<file path="config.mk">
export PLATFORM = sky130hd
export DESIGN_NAME = exu_muldiv
export DESIGN_NICKNAME = d
export VERILOG_FILES = /design/src/rtl/exu_muldiv.sv
export SDC_FILE = /design/constraint.sdc
export NUM_CORES = 2
export LEC_CHECK = 0
export ABC_CLOCK_PERIOD_IN_PS = 10500
export CORE_UTILIZATION = 60
export DETAILED_ROUTE_END_ITERATION = 8
export DONT_BUFFER_PORTS = 1
export GPL_ROUTABILITY_DRIVEN = 1
export GPL_TIMING_DRIVEN = 1
export PLACE_DENSITY = 0.76
export SLEW_MARGIN = 40
export SYNTH_ARGS = -nofsm -noshare
export SYNTH_HDL_FRONTEND = slang
export SYNTH_SLANG_ARGS = --single-unit
</file>
<file path="constraint.sdc">
create_clock -name clk -period 10.5 [get_ports clk]
set_input_delay 2.625 -clock clk [delete_from_list [all_inputs] [get_ports clk]]
set_output_delay 2.625 -clock clk [all_outputs]
set_load 0.03 [all_outputs]
</file>
<file path="src/rtl/exu_muldiv.sv">
// Multi-cycle RISC-V M-extension multiply/divide unit beside the ALU.
// Counted multiply, restoring radix-2 divide with optional early-out for divide special cases.
module exu_muldiv #(
    parameter int XLEN      = 32,
    parameter int MUL_LAT   = 3,
    parameter int EARLY_OUT = 1
) (
    input  logic            clk,
    input  logic            rst,
    input  logic [2:0]      ex_op,
    input  logic [XLEN-1:0] ex_src1,
    input  logic [XLEN-1:0] ex_src2,
    input  logic            ex_out_valid,
    input  logic            ex_flush,
    output logic [XLEN-1:0] ex_result,
    output logic [2:0]      ex_exception,
    output logic            ex_in_valid,
    output logic            ex_busy
);
    localparam int CW = $clog2(XLEN + 2);
    localparam logic [XLEN-1:0] MIN_NEG = {1'b1, {(XLEN-1){1'b0}}};

    typedef enum logic [1:0] {S_IDLE, S_MUL, S_DIV, S_FIX} state_t;

    state_t          state_q;
    logic [CW-1:0]   cnt_q;
    logic [2:0]      op_q;
    logic [XLEN-1:0] a_q, b_q, quo_q, rem_q, result_q;
    logic [2:0]      exc_q;
    logic            valid_q, busy_q, dz_q, ovf_q, negq_q, negr_q;

    logic            start_ok, accept, drop, in_div, in_dz, in_ovf;
    logic            op_signed, neg_a, neg_b;
    logic [2*XLEN-1:0] ma, mb, prod;
    logic [XLEN:0]   rem_sh, diff;
    logic [XLEN-1:0] rem_d, quo_d, res_d;

    // The result cycle is IDLE again, so a start there is a normal accept.
    assign start_ok = (state_q == S_IDLE) || valid_q;
    assign accept   = ex_out_valid && !ex_flush && start_ok;
    assign drop     = ex_out_valid && !ex_flush && !start_ok;
    assign in_div   = ex_op[2];
    assign in_dz    = in_div && (ex_src2 == '0);
    assign in_ovf   = in_div && !ex_op[0] && (ex_src1 == MIN_NEG) && (&ex_src2);

    assign op_signed = !op_q[0];
    assign neg_a     = op_signed && a_q[XLEN-1];
    assign neg_b     = op_signed && b_q[XLEN-1];

    always_comb begin
        ma   = {{XLEN{a_q[XLEN-1] & ((op_q == 3'd1) || (op_q == 3'd2))}}, a_q};
        mb   = {{XLEN{b_q[XLEN-1] & (op_q == 3'd1)}}, b_q};
        prod = ma * mb;
    end

    // One restoring step: b_q holds |divisor| once setup has run.
    always_comb begin
        rem_sh = {rem_q, quo_q[XLEN-1]};
        diff   = rem_sh - {1'b0, b_q};
        if (!diff[XLEN]) begin
            rem_d = diff[XLEN-1:0];
            quo_d = {quo_q[XLEN-2:0], 1'b1};
        end else begin
            rem_d = rem_sh[XLEN-1:0];
            quo_d = {quo_q[XLEN-2:0], 1'b0};
        end
    end

    always_comb begin
        res_d = '0;
        if (ovf_q)
            res_d = op_q[1] ? '0 : a_q;
        else if (dz_q)
            res_d = op_q[1] ? a_q : '1;
        else if (op_q[1])
            res_d = negr_q ? -rem_q : rem_q;
        else
            res_d = negq_q ? -quo_q : quo_q;
    end

    always_ff @(posedge clk) begin
        if (rst) begin
            state_q  <= S_IDLE;
            cnt_q    <= '0;
            op_q     <= '0;
            a_q      <= '0;
            b_q      <= '0;
            quo_q    <= '0;
            rem_q    <= '0;
            result_q <= '0;
            exc_q    <= '0;
            valid_q  <= 1'b0;
            busy_q   <= 1'b0;
            dz_q     <= 1'b0;
            ovf_q    <= 1'b0;
            negq_q   <= 1'b0;
            negr_q   <= 1'b0;
        end else begin
            valid_q <= 1'b0;
            busy_q  <= 1'b0;
            if (ex_flush) begin
                state_q <= S_IDLE;
                cnt_q   <= '0;
            end else begin
                case (state_q)
                    S_MUL: begin
                        if (cnt_q == CW'(MUL_LAT - 1)) begin
                            result_q   <= (op_q == 3'd0) ? prod[XLEN-1:0] : prod[2*XLEN-1:XLEN];
                            exc_q[1:0] <= 2'b00;
                            valid_q    <= 1'b1;
                            state_q    <= S_IDLE;
                            cnt_q      <= '0;
                        end else begin
                            cnt_q  <= cnt_q + CW'(1);
                            busy_q <= 1'b1;
                        end
                    end
                    S_DIV: begin
                        busy_q <= 1'b1;
                        if (cnt_q == '0) begin
                            quo_q  <= neg_a ? -a_q : a_q;
                            b_q    <= neg_b ? -b_q : b_q;
                            rem_q  <= '0;
                            negq_q <= neg_a ^ neg_b;
                            negr_q <= neg_a;
                        end else begin
                            quo_q <= quo_d;
                            rem_q <= rem_d;
                        end
                        if (cnt_q == CW'(XLEN)) begin
                            state_q <= S_FIX;
                            cnt_q   <= '0;
                        end else begin
                            cnt_q <= cnt_q + CW'(1);
                        end
                    end
                    S_FIX: begin
                        result_q   <= res_d;
                        exc_q[1:0] <= {ovf_q, dz_q};
                        valid_q    <= 1'b1;
                        state_q    <= S_IDLE;
                    end
                    default: ;
                endcase
                if (accept) begin
                    op_q  <= ex_op;
                    a_q   <= ex_src1;
                    b_q   <= ex_src2;
                    dz_q  <= in_dz;
                    ovf_q <= in_ovf;
                    exc_q <= 3'b000;
                    cnt_q <= '0;
                    if (!in_div)
                        state_q <= S_MUL;
                    else if ((EARLY_OUT != 0) && (in_dz || in_ovf))
                        state_q <= S_FIX;
                    else
                        state_q <= S_DIV;
                end else if (drop) begin
                    exc_q[2] <= 1'b1;
                end
            end
        end
    end

    assign ex_result    = result_q;
    assign ex_exception = exc_q;
    assign ex_in_valid  = valid_q;
    assign ex_busy      = busy_q;
endmodule

</file>
==> summary.txt <==
GRT
  – Grt met2 use: 64.8%
  – Met1 usage: 51.7%
  – Busiest grt layer: met2
  – Largest net degree at the start of global routing: 138
  – First-pass GRT wire length: 261000 um
  – GRT Util Overall: 41.2%
  – Congestion Overflow GR: 0
  – Vias in the first global route: 43.6k
  – Initial antenna violation count: 7
  – M3 GR Usage: 9.53%

Cells and area
  – Finished Core Util: 62.9%
  – FILL cells: 7121
  – Area Growth Syn to Fin: 3.43%
  – Share of cells above drive strength 1: 4.22%
  – Nets: 7169

Clock network
  – Cts bufs inserted: 17
  – H-Tree Depth: 4
  – Post-CTS Setup Bufs: 0
  – Worst skew pair latency: 480 ps
  – Cts repair resizes: 0
  – CTS tree: done
  – CTS Buffer Depth: 2
  – Root buf cell: clkbuf_16
  – CTS Hold Bufs: 0
  – Clk slew on worst S/H paths: 80 ps
  – Sink Count: 180

Timing
  – Fin worst setup slack: 861 ps
  – Setup Skew: 23.4 ps
  – Slew Limit Fails: 0
  – Sum Neg Setup Slack: 0 ps
  – Worst slew pin tran: 952 ps
  – Final Hold Fails: 0
  – Fin crit share: 91.8%
  – Final setup viols: 0
  – RSZ-0062 raised after global routing: false
  – Max frequency: 104 MHz
  – Tmin final: 9640 ps
  – Max_slew headroom: 36.4%

Synth
  – Synth Flop Type: dfxtp_1
  – Cells after synthesis: 5926
  – Avg Cell Area, Syn: 8.47 um2
  – Synth area leader: fa_1
  – EDFF count, synth: 0
  – Syn Nets: 7378
  – Sequential share of the synthesized area: 7.18%
  – Yosys cell types: 85
  – Fraction of registers with async set/reset: 0%
  – Synthesized flop and latch total: 180
  – Synthesis Warnings: 0
  – Synth top area share: 44.9%
  – Mapped cell area: 50200 um2
  – Most common cell in the netlist: inv_1
  – Top post-synthesis cells by count: inv_1 (1218), fa_1 (1126), nand2_1 (987), nor2_1 (321), clkbuf_1 (285)
  – Area contributors post-synth: fa_1 (45%), inv_1 (9.1%), nand2_1 (7.4%)

Power
  – Total power: 0.00304 W
  – Cell Pwr Density: 58.6 nW/um2
  – Worst vdd rail ir drop: 0.103 mV
  – Leak pwr: 23.7 nW

Floorplan
  – Initial core utilization: 60.9%
  – I/O pin count: 108
  – Core area: 82500 um2
  – Row count: 105
  – Die X: 291 um
  – Die Y: 291 um
  – Die area: 84800 um2

Run status
  – Outcome: finished clean

Critical path
  – Crit path max fanout: 31
  – Kind of end point of the critical path: flip-flop
  – Crit path DAT: 10000 ps
  – Max stage delay on crit path: 640 ps
  – Critical path's slowest cell: dfxtp_1
  – Req. time, crit path: 10860 ps
  – CP Launch Type: flip-flop
  – Crit path kind: reg -> reg

Placement
  – Post-DP HPWL: 135000 um
  – Post-place setup slack: 1050 ps
  – GPL Wtd Cong: 1.06
  – PortBufs: 0

Detailed routing
  – Number of DRC markers in iteration 0: 4141
  – Pre-antenna DRT Iters: 8
  – WL final: 168000 um
  – Vias: 41.4k
  – # DRC: 0
  – Post-route ant nets: 0
  – Via/cell ratio: 6.09
  – WL per Instance: 24.7 um

Job
  – Max Cap Violations: 0

Hold path
  – Worst hold path type: reg -> reg
==> cells by family after synthesis <==
family / share of synthesized area (%)
compound gates: 9.28
flops: 7.18
fa+ha+maj: 51.3
buf+inv: 11.9
simple gates: 15.9
xor+xnor: 3.71
mux: 0.820
==> worst max-delay path, delay by kind of cell, from the launching register on <==
| family | cells | cell delay (ps) |
|---|---|---|
| buffers and inverters | 8 | 1920 |
| adder cells (fa/ha/maj) | 9 | 4470 |
| XOR/XNOR | 1 | 170 |
| flip-flops | 1 | 640 |
| multiplexers | 1 | 230 |
| AND/OR/NAND/NOR | 6 | 1200 |
| AO/OA/AOI/OAI | 4 | 840 |
==> stage by stage <==
step / cell area [um2] / hold slack (ps) / cells
4_1_cts: 51900 / 453 / 6799
6_report: 51900 / 456 / 6804
2_1_floorplan: 50200 / 455 / 5926
3_5_place_dp: 51300 / 442 / 6767
5_1_grt: 51900 / 479 / 6800
3_3_place_gp: 51200 / 436 / 6767
==> cells in the final DEF, fill, tap and decap left out, types with 20 or more instances in the layout <==
cell / netlist / routed
nand2_1: 987 / 987
nand4_1: 35 / 35
o21ai_0: 157 / 155
nor2_1: 321 / 318
nand3_1: 42 / 42
dfxtp_1: 180 / 161
o21a_1: 20 / 20
xor2_1: 75 / 75
xnor2_1: 136 / 135
and2_1: 229 / 229
a21o_1: 51 / 51
o211ai_1: 22 / 22
a31oi_1: 25 / 25
o31ai_1: 29 / 27
a21oi_1: 217 / 217
a211oi_1: 65 / 65
fa_1: 1126 / 1125
ha_1: 255 / 255
nor3_1: 35 / 34
mux2i_1: 40 / 40
buf_4: 0 / 127
inv_1: 1218 / 1217
nor4_1: 28 / 27
==> layer usage <==
metal	wire length, um	vias up
met4	13000	6
li1	-	17600
met3	18600	660
met5	38	-
met2	76200	2372
met1	60400	20800
==> sequential cells by signal, indices dropped and copies added (netlist names), 2 cells and up <==
signal / count
op_q: 3
cnt_q: 6
rem_q: 32
ex_exception: 3
state_q: 2
quo_q: 32
b_q: 32
ex_result: 32
a_q: 32
==> where the power goes <==
part | leakage (nW) | switching, W | total [W] | internal, W
clock | 0.292 | 0.000351 | 0.000687 | 0.000337
combinational | 22.0 | 0.00106 | 0.00158 | 0.000515
sequential | 1.47 | 0.0000772 | 0.000778 | 0.000701
total | 23.7 | 0.00149 | 0.00304 | 0.00155
==> area by class of cell <==
type                    count  area [um2]  share of cell area (%)
inverters                1232        4620                    8.91
multi-input cells        4156       40700                    78.4
flip-flops and latches    180        3630                    6.99
repair buffers            130         998                    1.92
clock inverters            12         134                   0.258
clock buffers              20         467                   0.899
well taps                1070        1340                    2.58
diodes                      4        10.0                  0.0193
==> path summary, 6_finish.rpt <==
| kind | startpoint | to | slack (ps) | depth (start not counted) |
|---|---|---|---|---|
| min | b_q[0] | b_q[0] | 460 | 2 |
| min reg2reg | b_q[0] | b_q[0] | 460 | 2 |
| max | op_q[0] | ex_result[31] | 860 | 29 |
| max reg2reg | op_q[0] | ex_result[31] | 860 | 29 |
No activity file was read; power rests on OpenSTA's default activity.
